$ cat src/rtl/game_pkg.sv
`default_nettype none
// ============================================================================
// Module      : game_pkg
// Description : Shared state encodings, game constants and the saturating
//               score adder used by the game controller.
// Revision    : 1.0 - initial release
// ============================================================================
package game_pkg;

    typedef enum logic [2:0] {
        ST_ATTRACT = 3'd0,
        ST_SERVE   = 3'd1,
        ST_PLAY    = 3'd2,
        ST_LOST    = 3'd3,
        ST_OVER    = 3'd4,
        ST_WON     = 3'd5
    } state_t;

    localparam int C_LIVES_INIT  = 3;
    localparam int C_SCREEN_H    = 480;
    localparam int C_BALL_SIZE   = 7;
    localparam int C_BRICK_COUNT = 20;
    localparam int C_SERVE_DELAY = 60;

    localparam logic [11:0] C_SCORE_HIT     = 12'd1;
    localparam logic [11:0] C_SCORE_DESTROY = 12'd5;
    localparam logic [11:0] C_SCORE_MAX     = 12'd4095;

    // Score addition that pins at the maximum instead of wrapping
    function automatic logic [11:0] sat_add(input logic [11:0] a, input logic [11:0] b);
        logic [12:0] sum;
        sum = {1'b0, a} + {1'b0, b};
        return sum[12] ? C_SCORE_MAX : sum[11:0];
    endfunction

endpackage
`default_nettype wire

$ cat src/rtl/rise_detect.sv
`default_nettype none
// ============================================================================
// Module      : rise_detect
// Description : One-clock pulse on a rising edge of d. The history register
//               resets high so a level held through reset is not an edge.
// Revision    : 1.0 - initial release
// ============================================================================
module rise_detect (
    input  logic clk,
    input  logic reset,
    input  logic d,
    output logic pulse
);

    logic prev_q;

    // Remember last cycle's input level
    always_ff @(posedge clk) begin
        if (reset) prev_q <= 1'b1;
        else       prev_q <= d;
    end

    assign pulse = d & ~prev_q;

endmodule
`default_nettype wire

$ cat src/rtl/game_ctrl.sv
`default_nettype none
// ============================================================================
// Module      : game_ctrl
// Description : Breakout-style game sequencer: start/serve handshake with the
//               ball datapath, hit scoring, life tracking and win/lose states.
// Revision    : 1.0 - initial release
// ============================================================================
module game_ctrl
    import game_pkg::*;
#(
    parameter int LIVES_INIT  = C_LIVES_INIT,
    parameter int SCREEN_H    = C_SCREEN_H,
    parameter int BALL_SIZE   = C_BALL_SIZE,
    parameter int BRICK_COUNT = C_BRICK_COUNT,
    parameter int SERVE_DELAY = C_SERVE_DELAY
) (
    input  logic        clk,
    input  logic        reset,
    input  logic        btn_start,
    input  logic        tick,
    input  logic [9:0]  ball_y,
    input  logic        erase_enable,
    input  logic [1:0]  active_data,
    output logic        ball_reset,
    output logic        ball_start,
    output logic [1:0]  lives,
    output logic [11:0] score,
    output logic [2:0]  state,
    output logic        life_lost,
    output logic        game_won,
    output logic        game_over
);

    localparam int          CNT_W  = (SERVE_DELAY > 1) ? $clog2(SERVE_DELAY) : 1;
    localparam logic [10:0] LOST_Y = 11'(SCREEN_H - BALL_SIZE);

    state_t            state_q, state_d;
    logic [1:0]        lives_q, lives_d;
    logic [11:0]       score_q, score_d;
    logic [4:0]        cleared_q, cleared_d;
    logic [CNT_W-1:0]  cnt_q, cnt_d;
    logic              ball_reset_q, ball_reset_d;
    logic              ball_start_q, ball_start_d;
    logic              life_lost_q, life_lost_d;
    logic              game_won_q, game_won_d;
    logic              game_over_q, game_over_d;

    logic              w_start;
    logic              w_launch;
    logic              w_destroy;
    logic              w_ball_out;
    logic              w_hold_q, w_hold_d, w_idle_d;

    rise_detect u_start_edge (
        .clk   (clk),
        .reset (reset),
        .d     (btn_start),
        .pulse (w_start)
    );

    assign w_ball_out = ({1'b0, ball_y} > LOST_Y);

    // Next-state, scoring, life and serve-delay bookkeeping
    always_comb begin
        state_d     = state_q;
        lives_d     = lives_q;
        score_d     = score_q;
        cleared_d   = cleared_q;
        cnt_d       = cnt_q;
        life_lost_d = 1'b0;
        w_launch    = 1'b0;
        w_destroy   = 1'b0;

        case (state_q)
            ST_ATTRACT: begin
                if (w_start) begin
                    lives_d   = 2'(LIVES_INIT);
                    score_d   = 12'd0;
                    cleared_d = 5'd0;
                    state_d   = ST_SERVE;
                end
            end
            ST_SERVE: begin
                if (w_start) begin
                    w_launch = 1'b1;
                    state_d  = ST_PLAY;
                end
            end
            ST_PLAY: begin
                if (tick) begin
                    if (erase_enable) begin
                        if (active_data == 2'd3) begin
                            score_d   = sat_add(score_q, C_SCORE_DESTROY);
                            cleared_d = cleared_q + 5'd1;
                            w_destroy = 1'b1;
                        end else if (active_data != 2'd0) begin
                            score_d = sat_add(score_q, C_SCORE_HIT);
                        end
                    end
                    // Clearing the wall beats a simultaneous ball loss
                    if (w_destroy && (cleared_d == 5'(BRICK_COUNT))) begin
                        state_d = ST_WON;
                    end else if (w_ball_out) begin
                        life_lost_d = 1'b1;
                        lives_d     = (lives_q != 2'd0) ? lives_q - 2'd1 : 2'd0;
                        cnt_d       = '0;
                        state_d     = ST_LOST;
                    end
                end
            end
            ST_LOST: begin
                if (tick) begin
                    if (cnt_q == CNT_W'(SERVE_DELAY - 1)) begin
                        cnt_d = '0;
                        if (lives_q == 2'd0) begin
                            state_d = ST_OVER;
                        end else begin
                            cleared_d = 5'd0;
                            state_d   = ST_SERVE;
                        end
                    end else begin
                        cnt_d = cnt_q + CNT_W'(1);
                    end
                end
            end
            ST_OVER, ST_WON: begin
                if (w_start) state_d = ST_ATTRACT;
            end
            default: state_d = ST_ATTRACT;
        endcase
    end

    assign w_hold_q = (state_q == ST_ATTRACT) || (state_q == ST_LOST);
    assign w_hold_d = (state_d == ST_ATTRACT) || (state_d == ST_LOST);
    assign w_idle_d = (state_d == ST_OVER)    || (state_d == ST_WON);

    // Ball control strobes linger until the slower ball update has seen a tick
    always_comb begin
        ball_reset_d = w_hold_d | (~w_idle_d & ball_reset_q & ~(tick & ~w_hold_q));
        ball_start_d = w_launch | (ball_start_q & ~tick & (state_d == ST_PLAY));
        game_won_d   = (state_d == ST_WON);
        game_over_d  = (state_d == ST_OVER);
    end

    // State and registered outputs
    always_ff @(posedge clk) begin
        if (reset) begin
            state_q      <= ST_ATTRACT;
            lives_q      <= 2'(LIVES_INIT);
            score_q      <= 12'd0;
            cleared_q    <= 5'd0;
            cnt_q        <= '0;
            ball_reset_q <= 1'b1;
            ball_start_q <= 1'b0;
            life_lost_q  <= 1'b0;
            game_won_q   <= 1'b0;
            game_over_q  <= 1'b0;
        end else begin
            state_q      <= state_d;
            lives_q      <= lives_d;
            score_q      <= score_d;
            cleared_q    <= cleared_d;
            cnt_q        <= cnt_d;
            ball_reset_q <= ball_reset_d;
            ball_start_q <= ball_start_d;
            life_lost_q  <= life_lost_d;
            game_won_q   <= game_won_d;
            game_over_q  <= game_over_d;
        end
    end

    assign state      = state_q;
    assign lives      = lives_q;
    assign score      = score_q;
    assign ball_reset = ball_reset_q;
    assign ball_start = ball_start_q;
    assign life_lost  = life_lost_q;
    assign game_won   = game_won_q;
    assign game_over  = game_over_q;

endmodule
`default_nettype wire

$ cat config.mk
export PLATFORM = sky130hd
export DESIGN_NAME = game_ctrl
export DESIGN_NICKNAME = d
export VERILOG_FILES = /design/src/rtl/game_pkg.sv /design/src/rtl/rise_detect.sv /design/src/rtl/game_ctrl.sv
export SDC_FILE = /design/constraint.sdc
export NUM_CORES = 1
export LEC_CHECK = 0
export ABC_AREA = 1
export CAP_MARGIN = 40
export CORE_ASPECT_RATIO = 1.4
export CORE_MARGIN = 10
export CORE_UTILIZATION = 57
export CTS_CLUSTER_DIAMETER = 100
export DETAILED_ROUTE_END_ITERATION = 8
export PLACE_DENSITY_LB_ADDON = 0.15
export SLEW_MARGIN = 20
export SYNTH_ARGS = -nofsm -noshare
export SYNTH_HDL_FRONTEND = slang
export SYNTH_SLANG_ARGS = --single-unit
$ cat constraint.sdc
create_clock -name clk -period 2.6 [get_ports clk]
set_clock_uncertainty 0.05 [all_clocks]
set_input_delay 0.39 -clock clk [delete_from_list [all_inputs] [get_ports clk]]
set_output_delay 0.39 -clock clk [all_outputs]
set_load 0.005 [all_outputs]
## Word level (Yosys, flattened, before mapping)

Index checks and enable logic that the tools add are counted.

- Equality and inequality tests: 21
- $lt $le $gt $ge: 1
- Muxes and demuxes: 47
- Reduce and logical (&&, ||, !) cells: 18
- Add/sub/neg operators: 5
- Bitwise operators: 14

Operators with widths:

| kind | count |
|---|---|
| two-way mux 12 bit | 7 |
| two-way mux 5 bit | 9 |
| two-way mux 6 bit | 5 |
| two-way mux 3 bit | 9 |
| one-hot mux 12 bit (2 select lines) | 1 |
| one-hot mux 3 bit (5 select lines) | 1 |
| one-hot mux 5 bit (3 select lines) | 1 |
| AND reduction 5 bit | 3 |
| != test 2 bit, second input constant | 7 |
| adder 12 x 1 -> 13 bit, second input constant | 1 |
| adder 12 x 3 -> 13 bit, second input constant | 1 |
| equality test 3 x 2 -> 1 bit, second input constant | 4 |
| equality test 3 bit, second input constant | 4 |
| one-hot mux 6 bit (2 select lines) | 1 |
| > comparator 10 x 9 -> 1 bit, second input constant | 1 |
| two-way mux 2 bit | 5 |
| nonzero test 2 bit | 4 |
| two-way mux 1 bit | 7 |
| adder 6 x 1 -> 6 bit, second input constant | 1 |
| bitwise AND 1 bit | 6 |
| equality test 6 bit, second input constant | 1 |
| logical NOT 3 bit | 2 |
| inverter 1 bit | 6 |
| AND reduction 6 bit | 1 |
| 15 further kinds | 18 |

- Logic and storage cells: 117
- Output and inout port bits: 22
- Flip-flop bits (word level): 34
- Bits of input ports: 17

## Longest topological paths before layout

- Depth in word-level cells: 16
- Mapped depth: 14
- Mapped depth without buffers: 14

## Modules after synthesis

A second synthesis with hierarchy kept.

- Cell total of the unflattened synthesis: 320
- Area total of the unflattened synthesis: 2199.6 um^2

By module, submodules not included:

| module | instances | cells each | area an instance (um^2) | seq. area each (um^2) |
|---|---|---|---|---|
| game_ctrl | 1 | 315 | 2162.1 | 660.6 |
| rise_detect | 1 | 5 | 37.5 | 20.0 |

## Worst setup path before layout

Ideal clock, no wire load.

- Kind: reg-to-reg
- From: reg cleared_q[0]
- To: reg cnt_q[2]
- Arrival: 1.428 ns
- Data required time: 2.438 ns
- Cell stages (with the launch flop): 13
- Slack: 1.010 ns
- Setup time: 0.112 ns
- Buffers on the path: 0
- Period minus slack after synthesis: 1.590 ns
- Cell sequence: dfxtp_1 > ha_1 > nand3b_1 > nor2_1 > nand3_2 > nand2_2 > nand2_4 > nand3_4 > inv_4 > nand2_2 > nand2_1 > nand2_1 > nor2_2

- Longest elaborated chain between the ends: 9

Ends and longest elaborated chain:

| item | RTL line | text |
|---|---|---|
| start: declaration | game_ctrl.sv:40 | `logic [4:0] cleared_q, cleared_d;` |
| start signal: assignment | game_ctrl.sv:162 | `cleared_q <= cleared_d;` |
| adder 5 x 1 -> 5 bit | game_ctrl.sv:94 | `cleared_d = cleared_q + 5'd1;` |
| two-way mux 5 bit | game_ctrl.sv:92 | `if (active_data == 2'd3) begin` |
| two-way mux 5 bit * | game_ctrl.sv:91 | `if (erase_enable) begin` |
| two-way mux 5 bit * | game_ctrl.sv:90 | `if (tick) begin` |
| two-way mux 5 bit * | game_ctrl.sv:74 | `case (state_q)` |
| equality test 5 bit * | game_ctrl.sv:101 | `if (w_destroy && (cleared_d == 5'(BRICK_COUNT))) begin` |
| logical AND 1 bit * | game_ctrl.sv:101 |  |
| != test 2 bit (no line) * | n/a |  |
| AND reduction 5 bit (no line) * | n/a |  |
| end signal: assignment | game_ctrl.sv:163 | `cnt_q <= cnt_d;` |
| end: declaration | game_ctrl.sv:41 | `logic [CNT_W-1:0] cnt_q, cnt_d;` |

Every way passes the cells marked *; elsewhere a longest branch is shown, timed or not. The select of a mux whose other input is x is not followed.
A chain may end at the register's enable or synchronous reset.

## Worst setup path in the final report

- From: in active_data[1]
- To: reg cnt_q[3]

- Longest elaborated chain between the ends: 9
- Elaborated cells between the ends (all ways): 13
- Classes of those cells: eq/ne: 3; mux: 8; reduce/logical: 2

Ends and longest elaborated chain:

| item | RTL line | text |
|---|---|---|
| start: declaration | game_ctrl.sv:23 | `input logic [1:0] active_data,` |
| equality test 2 bit * | game_ctrl.sv:92 |  |
| two-way mux 5 bit | game_ctrl.sv:92 |  |
| two-way mux 5 bit | game_ctrl.sv:91 |  |
| two-way mux 5 bit | game_ctrl.sv:90 |  |
| two-way mux 5 bit | game_ctrl.sv:74 |  |
| equality test 5 bit | game_ctrl.sv:101 |  |
| logical AND 1 bit * | game_ctrl.sv:101 |  |
| != test 2 bit (no line) * | n/a |  |
| AND reduction 5 bit (no line) * | n/a |  |

Marked as above.

==> flow_summary.ini <==
[worst_setup_path]
path_depth = 14
max_stage_delay_ns = 0.54
cp-start-kind = input pin
endpoint = cnt_q[3]
r2r_slack_ns = 0.74
critPathCaptureType = flop
crit_required_ns = 2.74
cp_slowest_cell = clkdlybuf4s50_1
crit_path_frequent_cell = nand2_1
path_class = input pin to flop
r2r_cells = 7
r2r_end = score[9]
crit_fanout = 7
setup.worst_path.start = active_data[1]
crit_chain = clkdlybuf4s50_1, nand2_4, nor2_8, nand3_1, nand2_1, nor2_1, nand3_2, nand2_2, nand2_4, nand3_4, inv_4, nand2_1, nand2_1, nor2_1
arrival_ns = 2.10
crit_buf_inv = 2
critical_path.top_delay_family = simple AND/OR/NAND/NOR gates
r2r_start = score[0]

[logic_synthesis]
ys_warn_count = 0
synth_top_area_share_pct = 31.1
syn_inst = 324
synthesis.nets = 344
ys_seq_area_share_pct = 31.1
synth_top_flop_cell = dfxtp_1
ys_types = 40
synth_area_leaders = dfxtp_1 (31%), nand2_1 (14%), inv_1 (6.3%)
synth_area_mm2 = 0.00219
synth_area_leader_cell = dfxtp_1
synth-edff-count = 0
async_flop_share_pct = 0
synth.avg_cell_area_um2 = 6.76
yosys_register_bits = 34

[placement]
gp_congestion = 0.933
post-dp-hpwl_um = 4310
port_buffers = 37

[clock_tree]
tritoncts = done
cts_hold_repair.buffers = 0
cts.sinks = 34
clockBufferDepth = 2
cts_buffers = 5
cts-htree-levels = 2
cts_root_buf = clkbuf_8
path_clk_slew_ns = 0.07
clock_latency_ns = 0.29
postCtsSetupRepairBufs = 0
postCtsResizedCells = 0

[floorplanning]
std_cell_rows = 26
die_w_um = 72.4
coreArea_mm2 = 0.00368
start_util_pct = 59.6
dieArea_mm2 = 0.00676
io_pins = 39
die_h_um = 93.3

[global_route]
grt.overflow.total = 0
grt_pass1_wl_um = 9380
grt_max_degree = 13
grt_pass1_vias = 2243
grt_use_total_pct = 16.7
antenna_found_initial = 0

[sta]
hold_viol_final = 0
slew_headroom_pct = 60.3
fmax_ghz = 0.509
tns_ns = 0
slew_violations = 0
layout_min_cycle_time_ns = 1.96
period_share_pct = 75.6
finalSetupViolCount = 0
worstMarginPinSlew_ns = 0.589
rsz0062_at_grt = no

[final_layout]
multiInputGateArea_mm2 = 0.00132
n_antenna_cell = 0
layout_commonest_cell = nand2_1
finalNetCount = 388
drive_gt1_share_pct = 11.4
ff_latch_area_um2 = 681
postLayoutCoreUtil_pct = 73.8
syn_to_final_growth_pct = 23.8
layout_common_cells = nand2_1 (79), inv_1 (37), clkdlybuf4s50_1 (37)
n_fill_cell = 319

[routing]
drc = 0
postRouteAntennaNets = 0
vias = 2240
drt-pass1-iter-count = 5
drt_wl_total_um = 5470
routedWlPerCell_um = 13.3
drtIter0Drc = 180
viasPerCell = 5.45

[run]
maxCapViolCount = 0

[outcome]
status = complete, no violations

[power_and_ir_drop]
p_leak_nw = 1.09
powerDensity_mw_per_mm2 = 399
max-vdd-ir-drop_mv = 0.451

[worst_hold_path]
holdCritPathClass = flop to flop
sequential cells by signal, indices dropped and copies added (netlist names):
signal	cells
score	12
cnt_q	6
cleared_q	5
state	3
lives	2
ball_reset	1
ball_start	1
game_over	1
game_won	1
life_lost	1
u_start_edge.prev_q	1
worst min-delay path, delay by kind of cell (launching register included):
kind	cells	cell delay (ns)
and+or+nand+nor	1	0.06
AOI/OAI and AO/OA	1	0.05
DFF	1	0.32
report_power, final:
group,switching [mW],internal (mW)
combinational,0.0771,0.0560
clock,0.199,0.214
sequential,0.00815,0.528
total,0.284,0.798
routing by layer:
metal	routed length, µm	global-route usage, %	vias to the layer above
li1	-	-	1149
met1	2180	16.3	1006
met2	2810	30.5	72
met3	349	5.19	13
met4	133	8.57	0
met5	0	0	-
cell families (layout without fill, tap and decap cells):
logic type | Yosys count | in the layout | share of synthesized area, %
flip-flops | 34 | 34 | 31.1
buffers and inverters | 49 | 94 | 8.51
AO/OA/AOI/OAI | 52 | 52 | 15.0
adder cells (fa/ha/maj) | 3 | 3 | 1.71
XOR/XNOR | 12 | 12 | 4.80
AND/OR/NAND/NOR | 174 | 174 | 38.9
cell type report:
type,count,share of cell area (%)
clock inverters,1,0.185
well taps,42,1.94
clock buffers,7,3.18
repair buffers,39,14.2
multi-input cells,241,48.8
inverters,47,6.60
flip-flops and latches,34,25.1
cell usage after synthesis, types with 2 or more instances:
library cell  instances
xor2_1                6
dfxtp_1              34
nor3_2                2
o21bai_1              3
o21ai_0              12
ha_1                  3
inv_2                 8
o221ai_1              4
nor2_1               31
nand2_2               7
clkbuf_1              2
a21oi_1              21
xnor2_1               6
nor2_4                3
nor2_2                2
nand2_1              79
nor3_1               11
nand2_4               3
o211ai_1              3
inv_1                37
nand3_1              25
nand4_1               4
through the flow:
step           power, mW  setup WS, ns  instance area [µm²]  instances  hold WS [ns]
6_report            1.08         0.636                 2710        411         0.432
5_1_grt             1.12         0.453                 2710        411         0.474
4_1_cts             1.09         0.636                 2710        411         0.439
3_5_place_dp       0.681         0.347                 2620        403         0.429
3_3_place_gp       0.678         0.374                 2620        403         0.420
2_1_floorplan      0.625          1.01                 2190        324         0.408
worst min-delay path by stage:
stage | from | endpoint | slack [ns] | cells past startpoint
final | score[11] | score[11] | 0.43 | 2
after global placement | score[11] | score[11] | 0.42 | 2
after detailed placement | score[11] | score[11] | 0.43 | 2
after global routing | cnt_q[1] | cnt_q[1] | 0.47 | 2
after floorplan | cnt_q[1] | cnt_q[1] | 0.41 | 2
after CTS | score[11] | score[11] | 0.44 | 2
Power figures use the tool's default switching activity.
